===== src/rtl/control_fsm_pkg.sv =====
// Shared definitions for the control FSM and its datapath: state encoding,
// opcode values and ALU function selects.
package control_fsm_pkg;

   typedef enum logic [3:0] {
      S_INIT   = 4'd0,
      S_FETCH  = 4'd1,
      S_DECODE = 4'd2,
      S_NOOP   = 4'd3,
      S_LOAD_A = 4'd4,
      S_LOAD_B = 4'd5,
      S_STORE  = 4'd6,
      S_ADD    = 4'd7,
      S_SUB    = 4'd8,
      S_HALT   = 4'd9
   } state_t;

   localparam logic [3:0] OP_NOOP  = 4'b0000;
   localparam logic [3:0] OP_STORE = 4'b0001;
   localparam logic [3:0] OP_LOAD  = 4'b0010;
   localparam logic [3:0] OP_ADD   = 4'b0011;
   localparam logic [3:0] OP_SUB   = 4'b0100;
   localparam logic [3:0] OP_HALT  = 4'b0101;

   localparam logic [2:0] ALU_PASS = 3'b000;
   localparam logic [2:0] ALU_ADD  = 3'b001;
   localparam logic [2:0] ALU_SUB  = 3'b010;

   // Undefined opcodes fall through to NOOP.
   function automatic state_t decode_opcode(input logic [3:0] op);
      state_t s;
      case (op)
         OP_NOOP:  s = S_NOOP;
         OP_STORE: s = S_STORE;
         OP_LOAD:  s = S_LOAD_A;
         OP_ADD:   s = S_ADD;
         OP_SUB:   s = S_SUB;
         OP_HALT:  s = S_HALT;
         default:  s = S_NOOP;
      endcase
      return s;
   endfunction

endpackage


===== src/rtl/control_fsm_if.sv =====
// Control bus between the FSM (master) and the datapath (slave).
// Inst is the instruction register output; all other signals are driven by the FSM.
interface control_fsm_if;
   logic [15:0] Inst;
   logic        PC_clr;
   logic        PC_up;
   logic        IR_ld;
   logic [7:0]  D_addr;
   logic        D_wr;
   logic        RF_s;
   logic [3:0]  RF_W_addr;
   logic        RF_W_en;
   logic [3:0]  RF_Ra_addr;
   logic [3:0]  RF_Rb_addr;
   logic [2:0]  ALU_s0;
   logic [3:0]  OutState;

   modport master (
      input  Inst,
      output PC_clr, PC_up, IR_ld, D_addr, D_wr, RF_s, RF_W_addr, RF_W_en,
             RF_Ra_addr, RF_Rb_addr, ALU_s0, OutState
   );

   modport slave (
      output Inst,
      input  PC_clr, PC_up, IR_ld, D_addr, D_wr, RF_s, RF_W_addr, RF_W_en,
             RF_Ra_addr, RF_Rb_addr, ALU_s0, OutState
   );
endinterface


===== src/rtl/control_fsm.sv =====
// Moore control FSM: fetch / decode / execute sequencing for a small processor.
// Outputs depend only on the state register and the current instruction word.
module control_fsm
   import control_fsm_pkg::*;
(
   input  logic          Clk,
   input  logic          ResetN,
   control_fsm_if.master bus
);

   state_t state_q, state_d;
   logic   run_q;

   // run_q holds INIT for one full clocked cycle after reset release,
   // so PC_clr is seen by an edge and the first FETCH lands on the second edge.
   always_ff @(posedge Clk or negedge ResetN) begin
      if (!ResetN) begin
         state_q <= S_INIT;
         run_q   <= 1'b0;
      end else begin
         state_q <= state_d;
         run_q   <= 1'b1;
      end
   end

   always_comb begin
      state_d        = state_q;
      bus.PC_clr     = 1'b0;
      bus.PC_up      = 1'b0;
      bus.IR_ld      = 1'b0;
      bus.D_addr     = 8'h00;
      bus.D_wr       = 1'b0;
      bus.RF_s       = 1'b0;
      bus.RF_W_addr  = 4'h0;
      bus.RF_W_en    = 1'b0;
      bus.RF_Ra_addr = 4'h0;
      bus.RF_Rb_addr = 4'h0;
      bus.ALU_s0     = ALU_PASS;

      case (state_q)
         S_INIT: begin
            bus.PC_clr = 1'b1;
            if (run_q) state_d = S_FETCH;
         end
         S_FETCH: begin
            bus.PC_up = 1'b1;
            bus.IR_ld = 1'b1;
            state_d   = S_DECODE;
         end
         S_DECODE: state_d = decode_opcode(bus.Inst[15:12]);
         S_NOOP:   state_d = S_FETCH;
         S_LOAD_A: begin
            bus.D_addr = bus.Inst[11:4];
            bus.RF_s   = 1'b1;
            state_d    = S_LOAD_B;
         end
         S_LOAD_B: begin
            bus.D_addr    = bus.Inst[11:4];
            bus.RF_s      = 1'b1;
            bus.RF_W_addr = bus.Inst[3:0];
            bus.RF_W_en   = 1'b1;
            state_d       = S_FETCH;
         end
         S_STORE: begin
            bus.D_addr     = bus.Inst[7:0];
            bus.RF_Ra_addr = bus.Inst[11:8];
            bus.D_wr       = 1'b1;
            state_d        = S_FETCH;
         end
         S_ADD, S_SUB: begin
            bus.RF_Ra_addr = bus.Inst[11:8];
            bus.RF_Rb_addr = bus.Inst[7:4];
            bus.RF_W_addr  = bus.Inst[3:0];
            bus.RF_W_en    = 1'b1;
            bus.ALU_s0     = (state_q == S_ADD) ? ALU_ADD : ALU_SUB;
            state_d        = S_FETCH;
         end
         S_HALT:  state_d = S_HALT;
         default: state_d = S_INIT;
      endcase
   end

   assign bus.OutState = state_q;

endmodule


===== src/flat_wrapper.sv =====
// flat-port wrapper written by rule: the top's interface ports become plain ports
module control_fsm_flat import control_fsm_pkg::*;
  (Clk, ResetN, bus_Inst, bus_PC_clr, bus_PC_up, bus_IR_ld, bus_D_addr, bus_D_wr, bus_RF_s, bus_RF_W_addr, bus_RF_W_en, bus_RF_Ra_addr, bus_RF_Rb_addr, bus_ALU_s0, bus_OutState);
  control_fsm_if bus_i ();
  input  logic Clk;
  input  logic ResetN;
  input wire logic [$bits(bus_i.Inst)-1:0] bus_Inst;
  output wire logic [$bits(bus_i.PC_clr)-1:0] bus_PC_clr;
  output wire logic [$bits(bus_i.PC_up)-1:0] bus_PC_up;
  output wire logic [$bits(bus_i.IR_ld)-1:0] bus_IR_ld;
  output wire logic [$bits(bus_i.D_addr)-1:0] bus_D_addr;
  output wire logic [$bits(bus_i.D_wr)-1:0] bus_D_wr;
  output wire logic [$bits(bus_i.RF_s)-1:0] bus_RF_s;
  output wire logic [$bits(bus_i.RF_W_addr)-1:0] bus_RF_W_addr;
  output wire logic [$bits(bus_i.RF_W_en)-1:0] bus_RF_W_en;
  output wire logic [$bits(bus_i.RF_Ra_addr)-1:0] bus_RF_Ra_addr;
  output wire logic [$bits(bus_i.RF_Rb_addr)-1:0] bus_RF_Rb_addr;
  output wire logic [$bits(bus_i.ALU_s0)-1:0] bus_ALU_s0;
  output wire logic [$bits(bus_i.OutState)-1:0] bus_OutState;
  assign bus_i.Inst = bus_Inst;
  assign bus_PC_clr = bus_i.PC_clr;
  assign bus_PC_up = bus_i.PC_up;
  assign bus_IR_ld = bus_i.IR_ld;
  assign bus_D_addr = bus_i.D_addr;
  assign bus_D_wr = bus_i.D_wr;
  assign bus_RF_s = bus_i.RF_s;
  assign bus_RF_W_addr = bus_i.RF_W_addr;
  assign bus_RF_W_en = bus_i.RF_W_en;
  assign bus_RF_Ra_addr = bus_i.RF_Ra_addr;
  assign bus_RF_Rb_addr = bus_i.RF_Rb_addr;
  assign bus_ALU_s0 = bus_i.ALU_s0;
  assign bus_OutState = bus_i.OutState;
  control_fsm u_core (.Clk(Clk), .ResetN(ResetN), .bus(bus_i));
endmodule

===== config.mk =====
export PLATFORM = sky130hd
export DESIGN_NAME = control_fsm_flat
export DESIGN_NICKNAME = d
export VERILOG_FILES = /design/src/rtl/control_fsm_pkg.sv /design/src/rtl/control_fsm_if.sv /design/src/rtl/control_fsm.sv /design/src/flat_wrapper.sv
export SDC_FILE = /design/constraint.sdc
export NUM_CORES = 1
export LEC_CHECK = 0
export BUFFER_PORTS_ARGS = -buffer_cell sky130_fd_sc_hd__buf_2
export CAP_MARGIN = 40
export CORE_UTILIZATION = 36
export DETAILED_ROUTE_END_ITERATION = 12
export GPL_TIMING_DRIVEN = 0
export PLACE_DENSITY = 0.77
export SLEW_MARGIN = 10
export SYNTH_ARGS = -nofsm -noshare
export SYNTH_HDL_FRONTEND = slang
export SYNTH_SLANG_ARGS = --single-unit

===== constraint.sdc =====
create_clock -name Clk -period 1.8 [get_ports Clk]
set_input_delay 0.36 -clock Clk [delete_from_list [all_inputs] [get_ports Clk]]
set_output_delay 0.36 -clock Clk [all_outputs]
set_load 0.02 [all_outputs]

==> flow_summary_export.csv, run 1 <==
group,metric,value,unit
outcome,status,"complete, but fails checks",
outcome,violations,"setup timing",
worst_setup_path,critPathBufInv,1,
floorplan,rows,14,
flow_run,max_cap_viol_count,0,
power_and_ir_drop,p_per_area,966.8,nW/µm²
timing,max_clock_freq,523.2,MHz
power_and_ir_drop,peakVddDrop,1.114,mV
synthesis,yosysMostFrequentCell,"and2_1",
worst_setup_path,cp-start-kind,"flop",
worst_setup_path,endpoint_kind,"output port",
timing,hold_slack,0.4155,ns
timing,setup_viol,13,
power_and_ir_drop,power_leakage,0.6001,nW
final_layout,fin_nets,149,
drt,drc,0,
grt,gr-total-overflow,0,
timing,rsz0062_at_grt,"yes",
floorplan,core,1506,µm²
timing,fin_skew,0.007401,ns
placed_design,dpl_cell_area,875.8,µm²
min_path,hold_path_class,"in2reg",
placed_design,hpwl,1225,µm
synthesis,synthesis.instances,67,
timing,slew_viol_final,0,
synthesis,synth_edf_count,0,
grt,grt_pass1_wl,3001,µm
synthesis,syn_nets,85,
final_layout,area_delta_synth_final,100.4,%
drt,wl_per_cell,14.64,µm
synthesis,yosys-top-cells-area,"dfrtp_1, and2_1, a22o_1",
synthesis,yosysSeqAreaShare,21.69,%
clock_tree,insertion_delay,0.25,ns
final_layout,drive_gt1_share,71.54,%
synthesis,ys.flop_type,"dfrtp_1",
clock_tree,cts_tree,"yes",
worst_setup_path,slowest_delay,0.43,ns
worst_setup_path,crit_family,"simple AND/OR/NAND/NOR gates",
worst_setup_path,slowest_stage,"dfrtp_2",
clock_tree,cts_buffer_depth,2,
clock_tree,cts.htree.levels,1,
drt,postRouteAntennaNets,0,
drt,vias,776,
grt,antenna_found_initial,0,
drt,drtPass1Iterations,4,
drt,vias_per_cell,5.315,
floorplan,io_pins,51,
synthesis,async_reset_ff_share,100.0,%
synthesis,yosysTopAreaCell,"dfrtp_1",
placed_design,place.gp.congestion,0.7999,
drt,wirelength,2137,µm
timing,setup_ws,-0.1113,ns
synthesis,ys_types,31,
synthesis,synth_top_area_share,21.69,%
floorplan,fp.dieW,42.03,µm
worst_setup_path,crit_type,"reg2out",
grt,grt_pass1_vias,686,
timing,hold_viol,0,
floorplan,start_util,38.29,%
final_layout,antennaDiodeCount,0,
synthesis,synth_warnings,0,
worst_setup_path,cp_cell_sequence,"nor4b_4, a31o_1, and2_2, buf_6",
drt,drt_iter0_markers,16,
synthesis,netlist_top_cells_count,"and2_1, a22o_1, dfrtp_1",
floorplan,fp.dieH,42.03,µm
timing,fin_crit_sh,106.2,%
floorplan,dieArea,1766,µm²
clock_tree,cts_buffers,3,
grt,grt_max_degree,11,
worst_setup_path,critPathRequiredTime,1.44,ns
worst_setup_path,worst-path-max-fanout,4,
grt,track_usage,21.91,%
worst_setup_path,worst_ep_arrival_time,1.55,ns
synthesis,syn_avg_cell_area,8.609,µm²
clock_tree,cts_sinks,5,
synthesis,yosys_register_bits,5,
final_layout,design_area,1156,µm²
synthesis,synthesis.area,576.8,µm²
timing,tns,-0.9864,ns
clock_tree,path_clk_slew,0.05,ns
placed_design,io_buffers,49,
clock_tree,clock_tree.root_cell,"clkbuf_4",
timing,fin_crit,1.911,ns
==> worst reg2reg max path: stages, from the launching register on <==
cell and delay, ns:
dfrtp_2 0.43, buf_6 0.13, buf_4 0.15, buf_4 0.15
or4_1 0.47, and3_1 0.15
==> where the power goes <==
group / switching [W] / internal (W) / leakage, nW
logic: 0.000399 / 0.000383 / 0.528
registers: 0.0000538 / 0.000149 / 0.0569
clock network: 0.0000489 / 0.0000840 / 0.0150
==> registers in the layout, summed over array words and instances (netlist names) <==
| signal | cells |
|---|---|
| u_core.run_q | 1 |
| u_core.bus.OutState | 4 |
==> logic make-up (layout without fill, tap and decap cells) <==
kind of cell              after synthesis  after routing  synth area share [%]
other                                   2              2                 1.302
and+or+nand+nor                        33             35                 40.35
DFF                                     5              5                 21.69
buffers and inverters                   8             69                 10.19
AOI/OAI and AO/OA                      18             18                 24.95
xor gates and xnor gates                1              1                 1.519
==> repair_timing <==
item | in CTS | in global routing
gates cloned | 0 | 2
hold buffers | 1 | 0
setup endpoints to repair | 23 | 24
setup buffers | 6 | 4
resized for setup | 45 | 16
hold endpoints to repair | 5 | 0
pin swaps | 7 | 9
==> per-stage QoR <==
stage	instances	util, %	power (W)	worst slack (ns)
after global routing	146	76.74	0.001173	-0.1810
after CTS	141	71.43	0.001028	-0.05952
after global placement	132	58.14	0.0007806	0.08383
after detailed placement	132	58.14	0.0007908	0.07699
after floorplan	67	-	0.0006230	-0.05326
final	146	76.74	0.001118	-0.1113
==> layer usage <==
metal	up-vias	global-route usage (%)	share of wire (%)
li1	369	-	-
met2	29	37.50	53
met5	-	0	0
met4	0	11.25	2.6
met1	372	25.07	40
met3	6	5.603	4.4
==> final cells by class <==
type / instances / area, µm²
inverter: 1 / 3.754
buffer: 4 / 31.28
fill: 97 / 350.3
multi-input combinational: 56 / 480.5
sequential: 5 / 130.1
timing repair buffer: 60 / 464.2
clock buffer: 4 / 26.28
tap: 16 / 20.02
==> worst paths after layout <==
| kind | from | end | slack (ns) | depth (start not counted) |
|---|---|---|---|---|
| max | u_core.bus.OutState[0] | bus_RF_Rb_addr[2] | -0.11 | 4 |
| min | bus_Inst[15] | u_core.bus.OutState[3] | 0.42 | 4 |
| max reg2reg | u_core.bus.OutState[3] | u_core.bus.OutState[0] | 0.21 | 5 |
| min reg2reg | u_core.run_q | u_core.bus.OutState[0] | 0.68 | 3 |
| max in group asynchronous | ResetN | u_core.bus.OutState[1] | 1.21 | 2 |
| min in group asynchronous | ResetN | u_core.bus.OutState[0] | 0.44 | 2 |
==> cell usage in the layout (no fill, tap or decap), types with 2 or more instances in the layout <==
cell	n
a22o_1	8
and2_2	3
and2_4	11
and3_1	2
buf_2	28
buf_4	13
buf_6	22
clkbuf_4	3
conb_1	2
dfrtp_2	4
nor2_1	3
nor2_4	2
nor2b_1	2
nor2b_4	2
nor4b_4	2
o2111ai_1	2
o21ai_0	2
Note: power is estimated with default switching activity, not from simulation.
==> run 2, diff against run 1 <==
- ABC_AREA: default -> 1
- CORE_UTILIZATION: 36 -> 37
- PLACE_DENSITY: 0.77 -> 0.78
==> run 2 against run 1 <==
  * The run now ends clean
  * Via count grew 5.3%
  * Critical path depth grew 1
  * Design area shrank 10%
  * Sequential power grew 7%
  * First-iteration DRC count shrank 44%
  * Highest routed layer unchanged
==> flow_summary_export.csv, run 2 <==
group,metric,value,unit
power_and_ir_drop,p_per_area,991.0,nW/µm²
worst_setup_path,cp-start-kind,"flop",
final_layout,antennaDiodeCount,0,
drt,vias,817,
timing,fin_skew,0.007021,ns
worst_setup_path,slowest_delay,0.47,ns
floorplan,start_util,39.74,%
worst_setup_path,cp.depth,5,
grt,antenna_found_initial,0,
worst_setup_path,critPathRequiredTime,1.44,ns
clock_tree,insertion_delay,0.25,ns
synthesis,synth-simple-area-share,37.81,%
floorplan,dieArea,1802,µm²
final_layout,fin_cells,172,
synthesis,ys_types,21,
clock_tree,path_clk_slew,0.05,ns
synthesis,synthesis.area,605.6,µm²
grt,grt_pass1_wl,2580,µm
final_layout,drive_gt1_share,56.41,%
power_and_ir_drop,swShare,51.68,%
timing,rsz0062_at_grt,"yes",
power_and_ir_drop,p_comb_share,66.1,%
floorplan,io_pins,51,
final_layout,area_delta_synth_final,71.07,%
synthesis,netlist_top_cells_count,"nand2_1, inv_1, o21ai_1",
synthesis,synth_top_area_share,20.66,%
min_path,hold_path_class,"in2reg",
final_layout,largest_reg_flops,4,
synthesis,synth_top_family_by_area,"simple AND/OR/NAND/NOR gates",
worst_setup_path,crit_type,"reg2out",
synthesis,yosysSeqAreaShare,20.66,%
floorplan,fp.dieH,42.46,µm
drt,wirelength,1644,µm
clock_tree,cts_buffers,3,
power_and_ir_drop,clkPwrFrac,12.8,%
timing,hold_slack,0.4403,ns
placed_design,io_buffers,49,
power_and_ir_drop,intPower,0.0004961,W
grt,grt_pass1_vias,698,
final_layout,layout_common_cells,"buf_2, nand2_1, inv_1, buf_4",
timing,slew_viol_final,0,
worst_setup_path,r2r_cells,6,
synthesis,synth_compound_area_share,20.45,%
synthesis,yosys_register_bits,5,
power_and_ir_drop,p_seq_share,21.1,%
timing,fin_crit,1.767,ns
placed_design,placed_cells_incl_taps,162,
final_layout,fin_nets,175,
worst_setup_path,reg2reg_from,"u_core.bus.OutState[2]",
worst_setup_path,worst-path-max-fanout,10,
synthesis,synthesis.instances,97,
drt,vias_per_cell,4.750,
floorplan,rows,14,
worst_setup_path,critPathBufInv,2,
synthesis,synth_warnings,0,
drt,drtPass1Iterations,5,
clock_tree,cts_tree,"yes",
worst_setup_path,r2r-end,"u_core.bus.OutState[0]",
floorplan,core,1524,µm²
synthesis,syn_avg_cell_area,6.243,µm²
grt,track_usage,18.22,%
timing,hold_viol,0,
synthesis,yosysTopAreaCell,"dfrtp_1",
power_and_ir_drop,power_leakage,0.6717,nW
worst_setup_path,crit_path_end,"bus_RF_W_addr[2]",
synthesis,yosys-mux-area-fraction,0,%
worst_setup_path,cp_cell_sequence,"nor2_4, nand3_4, buf_6, a21oi_1, buf_4",
worst_setup_path,reg2reg_slack,0.72,ns
grt,gr-total-overflow,0,
floorplan,fp.dieW,42.46,µm
synthesis,yosysMostFrequentCell,"nand2_1",
worst_setup_path,slowest_stage,"dfrtp_2",
drt,drt_iter0_markers,9,
power_and_ir_drop,peakVddDrop,0.8524,mV
synthesis,synthAdderAreaFrac,0,%
drt,postRouteAntennaNets,0,
synthesis,syn_nets,115,
final_layout,final_common_cell,"buf_2",
synthesis,yosys-top-cells-area,"dfrtp_1, nand2_1, inv_1",
timing,setup_ws,0.03258,ns
timing,tns,0,ns
flow_run,max_cap_viol_count,0,
placed_design,hpwl,1373,µm
final_layout,fill_cells,139,
worst_setup_path,crit_family,"flip-flops",
worst_setup_path,endpoint_kind,"output port",
synthesis,synth_xor_area_share,0,%
worst_setup_path,worst_ep_arrival_time,1.41,ns
worst_setup_path,setup.worst_path.start,"u_core.bus.OutState[0]",
drt,wl_per_cell,9.558,µm
timing,setup_viol,0,
grt,grt_max_degree,11,
clock_tree,clock_tree.root_cell,"clkbuf_4",
outcome,status,"completed",
clock_tree,cts.htree.levels,1,
final_layout,multiInputGateArea,392.9,µm²
synthesis,synth_edf_count,0,
power_and_ir_drop,p_switching,0.0005306,W
placed_design,place.gp.congestion,0.8202,
final_layout,seq_area,128.9,µm²
placed_design,place_ws,0.2050,ns
power_and_ir_drop,fin_total_pwr,0.001027,W
synthesis,ys.flop_type,"dfrtp_1",
clock_tree,cts_sinks,5,
timing,fin_crit_sh,98.19,%
timing,max_clock_freq,565.8,MHz
synthesis,async_reset_ff_share,100.0,%
clock_tree,cts_buffer_depth,2,
drt,drc,0,
## run 2: cell types whose count changed after synthesis, sizes merged, moves of 3 or more
| cell | previous run | this run |
|---|---|---|
| buf | 7 | 3 |
| o22ai | 0 | 4 |
| nand2 | 0 | 29 |
| a22o | 8 | 0 |
| o21ai | 2 | 7 |
| a21oi | 1 | 9 |
| nor2b | 4 | 0 |
| inv | 1 | 25 |
| nand3 | 1 | 6 |
| nor2 | 4 | 7 |
| and2 | 13 | 0 |
## run 2: through the flow
stage | cell area (µm²) | utilization (%)
2_1_floorplan | 605.6 | -
3_3_place_gp | 870.8 | 57.14
3_5_place_dp | 870.8 | 57.14
4_1_cts | 923.4 | 60.59
5_1_grt | 1036 | 67.98
6_report | 1036 | 67.98
## run 2: worst min path at each step
stage,start,end,slack [ns],cells after the start
CTS,bus_Inst[14],u_core.bus.OutState[3],0.44,3
global route,bus_Inst[14],u_core.bus.OutState[3],0.46,3
global placement,ResetN,u_core.run_q,0.18,1
floorplan,ResetN,u_core.bus.OutState[0],0.06,0
finish,bus_Inst[14],u_core.bus.OutState[3],0.44,3
detailed placement,ResetN,u_core.run_q,0.18,1
## run 2: worst register-to-register path, cell delays in order, from the launching register on
cell	delay, ns
dfrtp_1	0.39
buf_4	0.15
nor2_2	0.15
nand2_2	0.09
inv_2	0.07
nand2_1	0.07
a21oi_2	0.11
## run 2: timing repair
item / in CTS / in global routing
hold buffers: 1 / 0
gates cloned: 0 / 0
setup endpoints to repair: 14 / 17
pin swaps: 1 / 2
setup buffers: 1 / 4
gates resized for setup: 4 / 29
hold endpoints to repair: 5 / 0
## run 2: layout make-up
class,count,share of cell area (%)
clock buffers,4,2.536
repair buffers,55,33.33
well taps,16,1.932
inverters,25,9.300
flip-flops and latches,5,12.44
multi-input cells,64,37.92
plain buffers,3,2.536
## run 2: logic make-up (layout without fill, tap and decap cells)
kind of cell	Yosys count	in the layout
DFF	5	5
other	2	2
AOI/OAI and AO/OA	20	20
and+or+nand+nor	42	42
buffers and inverters	28	87
## run 2: layer usage
layer	global-route usage [%]	part of all wire, %	up-vias
met1	18.52	36	355
met3	1.724	8.0	5
met4	9.375	2.2	0
li1	-	-	412
met5	0	0	-
met2	35.69	54	45
## run 2: power groups by stage
stage,clock network (W),registers [W],logic [W]
2_1_floorplan,0,0.000243,0.000381
3_3_place_gp,0,0.000212,0.000568
3_5_place_dp,0,0.000214,0.000579
4_1_cts,0.000132,0.000224,0.000598
5_1_grt,0.000137,0.000224,0.000737
6_report,0.000131,0.000217,0.000679
